===== config.mk =====
export PLATFORM = sky130hd
export DESIGN_NAME = wave_capture_writer
export DESIGN_NICKNAME = d
export VERILOG_FILES = /design/src/rtl/wave_capture_pkg.sv /design/src/rtl/wave_capture_writer_zero_cross_detect.sv /design/src/rtl/wave_capture_writer.sv
export SDC_FILE = /design/constraint.sdc
export NUM_CORES = 1
export LEC_CHECK = 0
export CORE_MARGIN = 4
export CORE_UTILIZATION = 46
export CTS_CLUSTER_SIZE = 10
export DETAILED_ROUTE_END_ITERATION = 8
export PLACE_DENSITY = 0.78
export SLEW_MARGIN = 20
export SYNTH_ARGS = -nofsm -noshare
export SYNTH_HDL_FRONTEND = slang
export SYNTH_SLANG_ARGS = --single-unit

===== constraint.sdc =====
create_clock -name clk -period 1.75 [get_ports clk]
set_input_delay 0.4375 -clock clk [delete_from_list [all_inputs] [get_ports clk]]
set_output_delay 0.4375 -clock clk [all_outputs]
set_load 0.01 [all_outputs]

===== src/rtl/wave_capture_pkg.sv =====
// Shared types and helpers for the wave capture writer.
// Sample width, buffer depth and offset-binary conversion live here.
package wave_capture_pkg;

    localparam int SAMPLE_W  = 16;
    localparam int ADDR_W    = 9;
    localparam int DATA_W    = 8;
    localparam int BUF_DEPTH = 256;

    typedef enum logic [1:0] {
        ARMED  = 2'd0,
        ACTIVE = 2'd1,
        WAIT   = 2'd2
    } state_t;

    // Two's complement to offset binary, keeping the top byte.
    function automatic logic [DATA_W-1:0] to_offset(
        input logic [SAMPLE_W-1:0] s
    );
        return {~s[SAMPLE_W-1], s[SAMPLE_W-2 -: DATA_W-1]};
    endfunction

endpackage


===== src/rtl/wave_capture_writer_zero_cross_detect.sv =====
// Positive-going zero crossing detector on the sample stream.
// Remembers the sign of the last strobed sample.
module zero_cross_detect
    import wave_capture_pkg::*;
(
    input  logic clk,
    input  logic reset_n,
    input  logic new_sample_ready,
    input  logic sample_msb,
    output logic crossing
);

    logic prev_neg;

    always_ff @(posedge clk or negedge reset_n) begin
        if (!reset_n) begin
            prev_neg <= 1'b0;
        end else if (new_sample_ready) begin
            prev_neg <= sample_msb;
        end
    end

    assign crossing = new_sample_ready & prev_neg & ~sample_msb;

endmodule


===== src/rtl/wave_capture_writer.sv =====
// Writes 256-sample captures into the half of the sample RAM
// that the wave display is not reading, then flips halves.
module wave_capture_writer
    import wave_capture_pkg::*;
#(
    parameter int SAMPLE_WIDTH = SAMPLE_W,
    parameter int ADDR_WIDTH   = ADDR_W,
    parameter int DATA_WIDTH   = DATA_W
) (
    input  logic                    clk,
    input  logic                    reset_n,
    input  logic                    new_sample_ready,
    input  logic [SAMPLE_WIDTH-1:0] new_sample_in,
    input  logic                    wave_display_idle,
    output logic [ADDR_WIDTH-1:0]   write_address,
    output logic                    write_enable,
    output logic [DATA_WIDTH-1:0]   write_sample,
    output logic                    read_index
);

    localparam int IDX_W = ADDR_WIDTH - 1;
    localparam logic [IDX_W-1:0] LAST_IDX = IDX_W'(BUF_DEPTH - 1);

    state_t           state;
    logic [IDX_W-1:0] index;
    logic             crossing;

    zero_cross_detect u_zcd (
        .clk              (clk),
        .reset_n          (reset_n),
        .new_sample_ready (new_sample_ready),
        .sample_msb       (new_sample_in[SAMPLE_WIDTH-1]),
        .crossing         (crossing)
    );

    always_ff @(posedge clk or negedge reset_n) begin
        if (!reset_n) begin
            state         <= ARMED;
            index         <= '0;
            read_index    <= 1'b0;
            write_enable  <= 1'b0;
            write_address <= '0;
            write_sample  <= '0;
        end else begin
            write_enable <= 1'b0;
            unique case (state)
                ARMED: begin
                    if (crossing) begin
                        write_enable  <= 1'b1;
                        write_address <= {~read_index, index};
                        write_sample  <= to_offset(new_sample_in);
                        index         <= index + 1'b1;
                        state         <= ACTIVE;
                    end
                end
                ACTIVE: begin
                    if (new_sample_ready) begin
                        write_enable  <= 1'b1;
                        write_address <= {~read_index, index};
                        write_sample  <= to_offset(new_sample_in);
                        index         <= index + 1'b1;
                        if (index == LAST_IDX) begin
                            state <= WAIT;
                        end
                    end
                end
                WAIT: begin
                    // Flip only once the display has let go of its half.
                    if (wave_display_idle) begin
                        read_index <= ~read_index;
                        state      <= ARMED;
                    end
                end
                default: begin
                    state <= ARMED;
                end
            endcase
        end
    end

endmodule


# After elaboration in Yosys (flattened, before gate mapping)
# Cells that the tools add are included.
[op_classes]
reduce_logical = 5
bitwise_logic = 4
n_eq_ne = 7
addsub = 1
n_mux = 17
[ops]
columns = ["operator", "n"]
rows = [
  ["8-bit two-way mux", 4],
  ["8-bit one-hot mux with 2 select lines", 2],
  ["9-bit two-way mux", 2],
  ["9-bit one-hot mux with 2 select lines", 1],
  ["8-bit by 1-bit adder with 8-bit output (second input constant)", 1],
  ["8-bit equality test (second input constant)", 1],
  ["2-bit two-way mux", 4],
  ["2-bit != test (second input constant)", 4],
  ["2-bit one-hot mux with 3 select lines", 1],
  ["4-bit AND reduction", 1],
  ["3-bit AND reduction", 1],
  ["1-bit bitwise AND", 2],
  ["2-bit by 1-bit equality test with 1-bit output (second input constant)", 1],
  ["2-bit equality test (second input constant)", 1],
  ["2-bit logical NOT", 1],
  ["1-bit two-way mux", 2],
  ["1-bit NOT", 2],
  ["1-bit one-hot mux with 2 select lines", 1],
  ["2-bit AND reduction", 1],
  ["2-bit nonzero test", 1],
]
[word_totals]
reg_bits = 30
out_inout_bits = 19

# Longest topological paths before layout
# Gate-level depths: netlist of run 1.
[logic_depth]
ltp_word = 4
depth_mapped = 5

# Cells and area by module
# From an unflattened synthesis of run 1, not the netlist that was laid out.
[hier_totals]
cells_unflattened = 85
hier_area_um2 = 1239.9
[modules_own_cells]
columns = ["mod", "n_inst", "area_per_inst_um2", "cells_per_inst"]
rows = [
  ["wave_capture_writer", 1, 1189.9, 82],
  ["zero_cross_detect", 1, 50.0, 3],
]

# Least setup slack after synthesis of run 1
# Ideal clock, no wire load.
[synth_timing]
path_type = "input to register"
start = "in new_sample_ready"
end = "reg index[1]"
path_stages = 5
path_buffers = 2
setup_time_ns = 0.125
path_slack_ns = 0.366
arrival_ns = 1.259
cell_sequence = "and2b_1 > buf_6 > o21ai_2 > buf_6 > mux2_4"
[synth_between]
elab_chain_len = 4
word_cells_on_any_way = 5
classes_between = "2 x eq/ne; 2 x bitwise; 1 x reduce/logical"
[synth_lines]
columns = ["item", "line_no", "source"]
rows = [
  ["start: declaration", "wave_capture_writer.sv:12", "input logic new_sample_ready,"],
  ["1-bit bitwise AND (2 in a row)", "wave_capture_writer_zero_cross_detect.sv:23", "assign crossing = new_sample_ready & prev_neg & ~sample_msb;"],
  ["2-bit != test (no line)", "n/a", ""],
  ["3-bit AND reduction (no line) *", "n/a", ""],
  ["end signal: assignment", "wave_capture_writer.sv:52", "index <= index + 1'b1;"],
  ["end signal: assignment", "wave_capture_writer.sv:61", "index <= index + 1'b1;"],
  ["end: declaration", "wave_capture_writer.sv:25", "logic [IDX_W-1:0] index;"],
]
# Mark *: on every way between the ends. The rest lies on a longest branch, timed or not.
# A chain may end at the register's enable or synchronous reset.

# Final worst setup path of run 1
[layout_timing]
start = "reg write_address[3]"
end = "out write_address[3]"
[layout_rtl]
columns = ["item", "line_no", "source"]
rows = [
  ["start: declaration", "wave_capture_writer.sv:15", "output logic [ADDR_WIDTH-1:0] write_address,"],
  ["start signal: assignment", "wave_capture_writer.sv:50", "write_address <= {~read_index, index};"],
  ["start signal: assignment", "wave_capture_writer.sv:59", "write_address <= {~read_index, index};"],
]
# No word-level cell between the ends.

==> run_results.csv, run 1 <==
group,metric,value,unit
sta,slew_headroom,75.4,%
final_layout,seqCellArea,751,µm²
power_and_ir_drop,power_frac_seq,46.5,%
cts,cts_hold_buf,0,
cts,path_clk_slew,90,ps
synth,yosys-top-cells-count,"dfrtp_1, mux2_4, xnor2_1",
synth,async_flop_share,100,%
route,routedWlPerCell,14.9,µm
worst_setup_path,crit_path_max_incr_delay,550,ps
synth,synth_cell_types,23,
route,drt.antenna.violating_nets,0,
sta,finalHoldViolCount,0,
final_layout,fill_cells,200,
synth,avgSynthCellArea,15.1,µm²
global_routing,grtUsageTotal,14.9,%
route,drc,0,
synth,syn-num-nets,108,
worst_setup_path,crit_required,1310,ps
placement,routabilityCongestion,0.775,
power_and_ir_drop,p_leak,0.858,nW
floorplanning,coreArea,2730,µm²
sta,finalCritPeriodShare,96.0,%
worst_setup_path,worstSetupEndpointType,"output port",
final_layout,final_layout_size_suffix_gt1_share,26.8,%
power_and_ir_drop,combPwrFrac,28.7,%
synth,synthCells,87,
worst_setup_path,critPathBufInv,1,
synth,synth_largest_area_cell,"dfrtp_1",
global_routing,grt.overflow.total,0,
global_routing,grt_max_degree,31,
worst_setup_path,path_max_fanout,2,
synth,ys_ff_latch,30,
cts,cts.sinks,30,
cts,cts_buffers,5,
synth,ys_seq_area_share,57.1,%
final_layout,instances_no_fill,158,
sta,setup_viol,0,
placement,hpwl,1700,µm
global_routing,grt_antenna_before_repair,0,
synth,yosys_warnings,0,
synth,synthFlopType,"dfrtp_1",
worst_setup_path,critPathArrivalTime,1240,ps
synth,syn_area,1320,µm²
power_and_ir_drop,power_frac_clock,24.8,%
power_and_ir_drop,power_density,1220,nW/µm²
final_layout,multi_input_area,510,µm²
synth,yosysTopAreaCellShare,57.1,%
route,routed_wl,2360,µm
final_layout,antenna_cells,0,
worst_setup_path,critPathTopFamily,"buffers and inverters",
sta,min_period,1680,ps
floorplanning,die_area,3780,µm²
synth,synth_edf_count,0,
route,num_vias,832,
cts,cts_tree,"yes",
floorplanning,io_pins,39,
sta,rsz0062_at_grt,"no",
route,viasPerCell,5.27,
synth,yosysMostFrequentCell,"dfrtp_1",
worst_setup_path,crit_chain,"clkdlybuf4s50_1",
worst_setup_path,criticalPathCategory,"reg -> out",
power_and_ir_drop,p_int,1.57,mW
status,outcome,"complete, no violations",
placement,placedCellCount,150,
power_and_ir_drop,p_sw_share,27.1,%
min_path,hold_path_class,"reg -> reg",
worst_setup_path,startpoint_type,"register",
sta,worst_pin_slew,370,ps
route,drt_iter0_markers,24,
sta,slew_viol_final,0,
sta,fmax,595,MHz
cts,cts_root_buf,"clkbuf_4",
cts,worstSkewPairLatency,320,ps
placement,io_buffers,30,
cts,cts.path.max_buffers,2,
power_and_ir_drop,ir_drop,988,µV
floorplanning,die_y,61.5,µm
sta,fin_worst_skew,6.46,ps
cts,htree_levels,2,
global_routing,grt_pass1_vias,906,
floorplanning,die_w,61.5,µm
synth,ys_top_cells_by_area,"dfrtp_1, mux2_4, xnor2_1, buf_6, o2111ai_1",
floorplanning,fp-row-count,19,
final_layout,area_growth,34.9,%
floorplanning,initial_core_util,48.1,%
power_and_ir_drop,power,2.16,mW
global_routing,grt_pass1_wl,4000,µm
worst_setup_path,cpMaxStageDelayCell,"clkdlybuf4s50_1",
power_and_ir_drop,p_switching,585,µW
route,firstDrtPassIters,4,
run,drv_cap,0,
final_layout,nets,147,
[power by group through the flow]
stage | clock network, mW | logic [mW] | registers, mW
after detailed placement | 0 | 0.629 | 1.02
after global placement | 0 | 0.613 | 1.01
after floorplan | 0 | 0.305 | 1.03
final | 0.535 | 0.620 | 1.00
after global routing | 0.596 | 0.674 | 1.03
after CTS | 0.555 | 0.632 | 1.01
[path summary, 6_finish.rpt]
kind | from | to | slack [ps] | cells past startpoint
min reg2reg | state[1] | state[0] | 470 | 1
max in group asynchronous | reset_n | write_sample[7] | 980 | 2
min in group asynchronous | reset_n | write_address[7] | 500 | 2
max | write_address[3] | write_address[3] | 70 | 1
min | state[1] | state[0] | 470 | 1
max reg2reg | state[0] | write_sample[6] | 310 | 3
[area by class of cell]
type	count	area share, %
Clock buffer	5	2.12
Timing Repair Buffer	37	21.7
Inverter	3	0.635
Tap cell	31	2.19
Sequential cell	30	42.3
Clock inverter	3	2.26
Multi-Input combinational cell	49	28.8
[kinds of logic (layout without fill, tap and decap cells)]
kind of cell | count (synthesis) | after routing | synth area share, %
flip-flops | 30 | 30 | 57.1
multiplexers | 19 | 19 | 20.6
AND/OR/NAND/NOR | 11 | 11 | 5.80
AO/OA/AOI/OAI | 10 | 10 | 6.09
XOR/XNOR | 8 | 8 | 5.33
buffers and inverters | 8 | 48 | 4.09
adder cells (fa/ha/maj) | 1 | 1 | 0.951
[worst register-to-register path: stages (launching register included)]
cell,delay (ps)
dfrtp_1,520
o21ai_2,330
buf_12,190
mux2_4,300
[metrics by stage]
| stage | utilization, % | TNS, ps | hold slack [ps] | setup slack (ps) | cell area [µm²] |
|---|---|---|---|---|---|
| 2_1_floorplan | - | 0 | 142 | 366 | 1320 |
| 3_5_place_dp | 61.8 | -2560 | 459 | -156 | 1690 |
| 6_report | 64.9 | 0 | 468 | 69.9 | 1770 |
| 4_1_cts | 64.6 | 0 | 473 | 20.7 | 1770 |
| 3_3_place_gp | 61.8 | -2120 | 448 | -134 | 1690 |
| 5_1_grt | 64.9 | 0 | 512 | 7.74 | 1770 |
[repair_timing]
action	CTS	global route
setup endpoints to repair	0	3
setup buffers	0	0
resized for setup	0	3
[layer usage]
layer  vias to the layer above  track usage (%)  wire length (µm)
met3                         5             6.29               169
met2                        28             24.3              1110
met4                         0             6.36                48
met1                       411             17.3              1040
li1                        388                -                 -
met5                         -                0                 0
[sequential cells by signal, indices dropped and copies added (netlist names)]
name,count
read_index,1
index,8
write_sample,8
write_address,9
u_zcd.prev_neg,1
write_enable,1
state,2
[layout by cell type (no fill, tap or decap), drive strengths merged, types with 2 or more instances in the layout]
master	instances
clkinv	2
inv	3
o2111ai	3
nand3b	2
o211ai	3
clkdlybuf4s50	27
mux2	17
xnor2	8
clkbuf	5
dlymetal6s2s	3
and3	4
buf	7
mux2i	2
dfrtp	30
No activity file was read; power rests on OpenSTA's default activity.
==> inputs of run 2 (changes only) <==
--- a/config.mk
+++ b/config.mk
@@ -10,6 +10,7 @@
 export CTS_CLUSTER_SIZE = 10
 export DETAILED_ROUTE_END_ITERATION = 8
 export PLACE_DENSITY = 0.78
+export RECOVER_POWER = 25
 export SLEW_MARGIN = 20
 export SYNTH_ARGS = -nofsm -noshare
 export SYNTH_HDL_FRONTEND = slang
==> run 2 against run 1 <==
Compared with the run above:
- clock skew did not move
- routed wire length shrank 0.25%
- via count increased by 0.36%
- largest power group unchanged
- first-iteration DRC count did not move
- count of clock-buffer cells in the layout unchanged
- critical path depth unchanged
==> run_results.csv, run 2 (same netlist as run 1, synthesis figures left out) <==
group,metric,value,unit
min_path,hold_path_class,"reg -> reg",
floorplanning,coreArea,2730,µm²
worst_setup_path,worstSetupEndpointType,"output port",
sta,fin_worst_skew,6.46,ps
placement,routabilityCongestion,0.775,
power_and_ir_drop,p_leak,0.857,nW
floorplanning,fp-row-count,19,
final_layout,final_layout_size_suffix_gt1_share,26.8,%
power_and_ir_drop,ir_drop,987,µV
global_routing,grt_pass1_vias,906,
route,routed_wl,2360,µm
final_layout,antenna_cells,0,
power_and_ir_drop,power,2.16,mW
worst_setup_path,crit_end,"write_address[3]",
worst_setup_path,path_max_fanout,2,
worst_setup_path,critPathBufInv,1,
worst_setup_path,rr_startpoint,"state[0]",
floorplanning,io_pins,39,
cts,cts.sinks,30,
route,drt.antenna.violating_nets,0,
sta,slew_headroom,52.0,%
global_routing,grt_antenna_before_repair,0,
cts,cts_root_buf,"clkbuf_4",
worst_setup_path,critPathTopFamily,"buffers and inverters",
route,firstDrtPassIters,4,
cts,cts_tree,"yes",
cts,htree_levels,2,
cts,ctsResizeCount,0,
global_routing,grt.overflow.total,0,
cts,path_clk_slew,90,ps
global_routing,grt_pass1_wl,4000,µm
sta,worst_pin_slew,721,ps
floorplanning,die_area,3780,µm²
final_layout,fill_cells,201,
sta,finalCritPeriodShare,96.0,%
worst_setup_path,criticalPathCategory,"reg -> out",
cts,cts.path.max_buffers,2,
route,drt_iter0_markers,24,
worst_setup_path,cpMaxStageDelayCell,"clkdlybuf4s50_1",
placement,place_area,1690,µm²
sta,setup_viol,0,
sta,min_period,1680,ps
global_routing,grt_max_degree,31,
status,outcome,"complete, no violations",
final_layout,regMostFlops,"write_address",
route,routedWlPerCell,14.9,µm
cts,cts_hold_buf,0,
worst_setup_path,regToRegSetupSlack,310,ps
worst_setup_path,startpoint_type,"register",
worst_setup_path,critPathArrivalTime,1240,ps
final_layout,final_common_cell,"dfrtp_1",
final_layout,mostFrequentLayoutCells,"dfrtp_1, clkdlybuf4s50_1, mux2_4, xnor2_1, clkbuf_4",
route,viasPerCell,5.28,
floorplanning,die_w,61.5,µm
floorplanning,die_y,61.5,µm
final_layout,seqCellArea,751,µm²
worst_setup_path,cp.depth,1,
route,num_vias,835,
final_layout,nets,147,
cts,worstSkewPairLatency,320,ps
final_layout,area_growth,34.7,%
worst_setup_path,crit_start,"write_address[3]",
final_layout,final_cell_area,1770,µm²
worst_setup_path,crit_chain,"clkdlybuf4s50_1",
placement,hpwl,1700,µm
sta,timing.hold.ws,468,ps
sta,finalHoldViolCount,0,
sta,slew_viol_final,0,
floorplanning,initial_core_util,48.1,%
run,drv_cap,0,
route,drc,0,
final_layout,largest_register_ffs,9,
worst_setup_path,r2r_cells,3,
final_layout,largestRegisters,"write_address x9, index x8, write_sample x8",
sta,rsz0062_at_grt,"no",
cts,cts_setup_buffers,0,
final_layout,multi_input_area,510,µm²
worst_setup_path,crit_path_max_incr_delay,550,ps
final_layout,utilization,64.8,%
global_routing,grtUsageTotal,14.9,%
power_and_ir_drop,power_density,1220,nW/µm²
worst_setup_path,timing.rr.end,"write_sample[6]",
worst_setup_path,crit_required,1310,ps
sta,fmax,595,MHz
placement,io_buffers,30,
cts,cts_buffers,5,
run 2: changes by cell type in the layout (fill, tap and decap cells not counted):
| cell | before | now |
|---|---|---|
| clkbuf_2 | 0 | 1 |
| clkdlybuf4s50_1 | 27 | 26 |
| buf_4 | 5 | 4 |
| dlygate4sd3_1 | 0 | 1 |
run 2: how the worst min path moves through the flow:
stage	from	end	slack, ps	cells past startpoint
finish	state[1]	state[0]	470	1
global route	state[1]	state[0]	510	1
CTS	state[1]	state[0]	470	1
detailed placement	state[1]	state[0]	460	1
global placement	state[1]	state[0]	450	1
floorplan	reset_n	index[0]	140	0
run 2: area by class of cell:
type | count | area share (%)
multi-input cells | 49 | 28.8
clock inverters | 3 | 2.26
flip-flops and latches | 30 | 42.4
repair buffers | 37 | 21.6
clock buffers | 5 | 2.12
inverters | 3 | 0.636
well taps | 31 | 2.19
run 2: through the flow:
stage               setup TNS [ps]  instances  setup slack [ps]
detailed placement           -2560        150              -156
global placement             -2120        150              -134
global route                     0        158              7.74
floorplan                        0         87               366
CTS                              0        158              20.7
finish                           0        158              69.9
run 2: power by group:
group          switching [mW]  leakage, nW  internal, mW  total, mW
Combinational           0.203        0.449         0.416      0.619
Sequential              0.143        0.363         0.861       1.00
Clock                   0.239       0.0450         0.296      0.535
Total                   0.585        0.857          1.57       2.16
run 2: layer usage:
layer,part of all wire [%],wire length [µm],global-route usage (%)
met1,44,1030,17.3
met2,47,1110,24.3
met3,7.3,171,6.29
met4,2.0,48,6.36
met5,0,0,0
==> inputs of run 3 (changes only) <==
--- a/config.mk
+++ b/config.mk
@@ -5,13 +5,11 @@
 export SDC_FILE = /design/constraint.sdc
 export NUM_CORES = 1
 export LEC_CHECK = 0
-export CORE_MARGIN = 4
 export CORE_UTILIZATION = 46
 export CTS_CLUSTER_SIZE = 10
 export DETAILED_ROUTE_END_ITERATION = 8
 export PLACE_DENSITY = 0.78
 export RECOVER_POWER = 25
-export SLEW_MARGIN = 20
 export SYNTH_ARGS = -nofsm -noshare
 export SYNTH_HDL_FRONTEND = slang
 export SYNTH_SLANG_ARGS = --single-unit
==> run 3 against run 2 <==
Compared with the run above:
- clock skew decreased by 0.76 ps
- routed wire length up 1.1%
- die area down 19%
- largest cell class unchanged
- largest power group unchanged
==> run_results.csv, run 3 (same netlist as run 1, synthesis figures left out) <==
group,metric,value,unit
status,outcome,"complete, no violations",
floorplanning,coreArea,2730,µm²
route,drt_iter0_markers,15,
final_layout,final_cell_area,1740,µm²
worst_setup_path,worstSetupEndpointType,"output port",
route,routed_wl,2380,µm
min_path,min_from,"state[1]",
final_layout,nets,148,
cts,worstSkewPairLatency,320,ps
final_layout,final_common_cell,"dfrtp_1",
power_and_ir_drop,p_leak,0.802,nW
cts,ctsResizeCount,0,
worst_setup_path,startpoint_type,"register",
worst_setup_path,cpMaxStageDelayCell,"clkdlybuf4s50_1",
power_and_ir_drop,ir_drop,839,µV
final_layout,seqCellArea,751,µm²
worst_setup_path,critPathArrivalTime,1240,ps
sta,finalHoldViolCount,0,
final_layout,mostFrequentLayoutCells,"dfrtp_1, clkdlybuf4s50_1, mux2_4, xnor2_1, buf_4",
worst_setup_path,rr_startpoint,"state[0]",
route,num_vias,840,
floorplanning,io_pins,39,
sta,finalCritPeriodShare,95.8,%
route,routedWlPerCell,15.0,µm
placement,io_buffers,30,
sta,worst_pin_slew,734,ps
worst_setup_path,path_max_fanout,2,
sta,slew_headroom,51.1,%
cts,cts.sinks,30,
worst_setup_path,regToRegSetupSlack,340,ps
placement,routabilityCongestion,0.776,
sta,fin_worst_skew,5.70,ps
cts,cts.path.max_buffers,2,
sta,rsz0062_at_grt,"no",
final_layout,regMostFlops,"write_address",
cts,htree_levels,2,
worst_setup_path,criticalPathCategory,"reg -> out",
floorplanning,fp-row-count,19,
global_routing,grtUsageTotal,17.5,%
placement,pre_cts_slack,-102,ps
power_and_ir_drop,power_density,1180,nW/µm²
sta,slew_viol_final,0,
global_routing,grt_pass1_wl,4040,µm
worst_setup_path,crit_required,1310,ps
worst_setup_path,critPathBufInv,1,
route,drt.antenna.violating_nets,0,
final_layout,largest_register_ffs,9,
global_routing,grt_pass1_vias,876,
final_layout,antenna_cells,0,
floorplanning,die_w,55.5,µm
global_routing,grt_antenna_before_repair,0,
cts,cts_tree,"yes",
cts,cts_hold_buf,0,
floorplanning,initial_core_util,48.1,%
global_routing,grt_max_degree,31,
min_path,min_path_cells,1,
sta,fmax,596,MHz
floorplanning,die_y,55.5,µm
run,drv_cap,0,
final_layout,final_layout_size_suffix_gt1_share,26.6,%
worst_setup_path,crit_path_max_incr_delay,550,ps
final_layout,largestRegisters,"write_address x9, index x8, write_sample x8",
final_layout,area_growth,32.4,%
route,firstDrtPassIters,4,
final_layout,fill_cells,210,
cts,path_clk_slew,90,ps
sta,setup_viol,0,
cts,cts_root_buf,"clkbuf_4",
worst_setup_path,critPathTopFamily,"buffers and inverters",
placement,place_area,1670,µm²
global_routing,grt.overflow.total,0,
min_path,min_to,"state[0]",
worst_setup_path,timing.rr.end,"write_address[3]",
route,viasPerCell,5.28,
floorplanning,die_area,3080,µm²
placement,hpwl,1660,µm
min_path,hold_path_class,"reg -> reg",
sta,min_period,1680,ps
cts,cts_buffers,5,
route,drc,0,
sta,tns,0,ps
worst_setup_path,r2r_cells,3,
sta,setup_slack,73.0,ps
final_layout,multi_input_area,510,µm²
worst_setup_path,crit_chain,"clkdlybuf4s50_1",
[run 3: power by group]
part,switching (mW),internal [mW]
registers,0.147,0.862
logic,0.201,0.415
clock network,0.229,0.194
total,0.578,1.47
[run 3: how the worst max path moves through the flow]
| stage | start | to | cells past startpoint |
|---|---|---|---|
| final | write_sample[4] | write_sample[4] | 1 |
| after detailed placement | new_sample_in[15] | write_address[3] | 5 |
| after CTS | read_index | read_index | 1 |
| after global placement | new_sample_in[15] | write_address[2] | 5 |
| after floorplan | new_sample_ready | index[1] | 5 |
| after global routing | write_sample[6] | write_sample[6] | 1 |
[run 3: stage by stage]
stage / hold WS, ps / power (mW) / util [%] / instances
floorplan: 142 / 1.34 / - / 87
global placement: 450 / 1.61 / 61.1 / 149
detailed placement: 470 / 1.64 / 61.1 / 149
CTS: 478 / 2.08 / 63.2 / 157
global route: 514 / 2.17 / 63.7 / 159
finish: 480 / 2.05 / 63.7 / 159
[run 3: metal layers]
metal	vias to the layer above	wire length [µm]	GRT usage, %
met5	-	0	0
met3	5	138	7.96
li1	391	-	-
met4	0	46	7.50
met1	419	1060	21.6
met2	25	1130	26.7
[run 3: what timing repair did]
| action | in CTS | in global routing |
|---|---|---|
| endpoints found under the setup margin | 0 | 1 |
| hold endpoints to repair | 0 | 0 |
| setup buffers | 0 | 2 |
[run 3: layout make-up]
type | instances | area share (%)
Multi-Input combinational cell | 49 | 29.3
Inverter | 3 | 0.647
Timing Repair Buffer | 38 | 21.3
Clock buffer | 7 | 3.16
Tap cell | 31 | 2.23
Clock inverter | 1 | 0.287
Sequential cell | 30 | 43.1
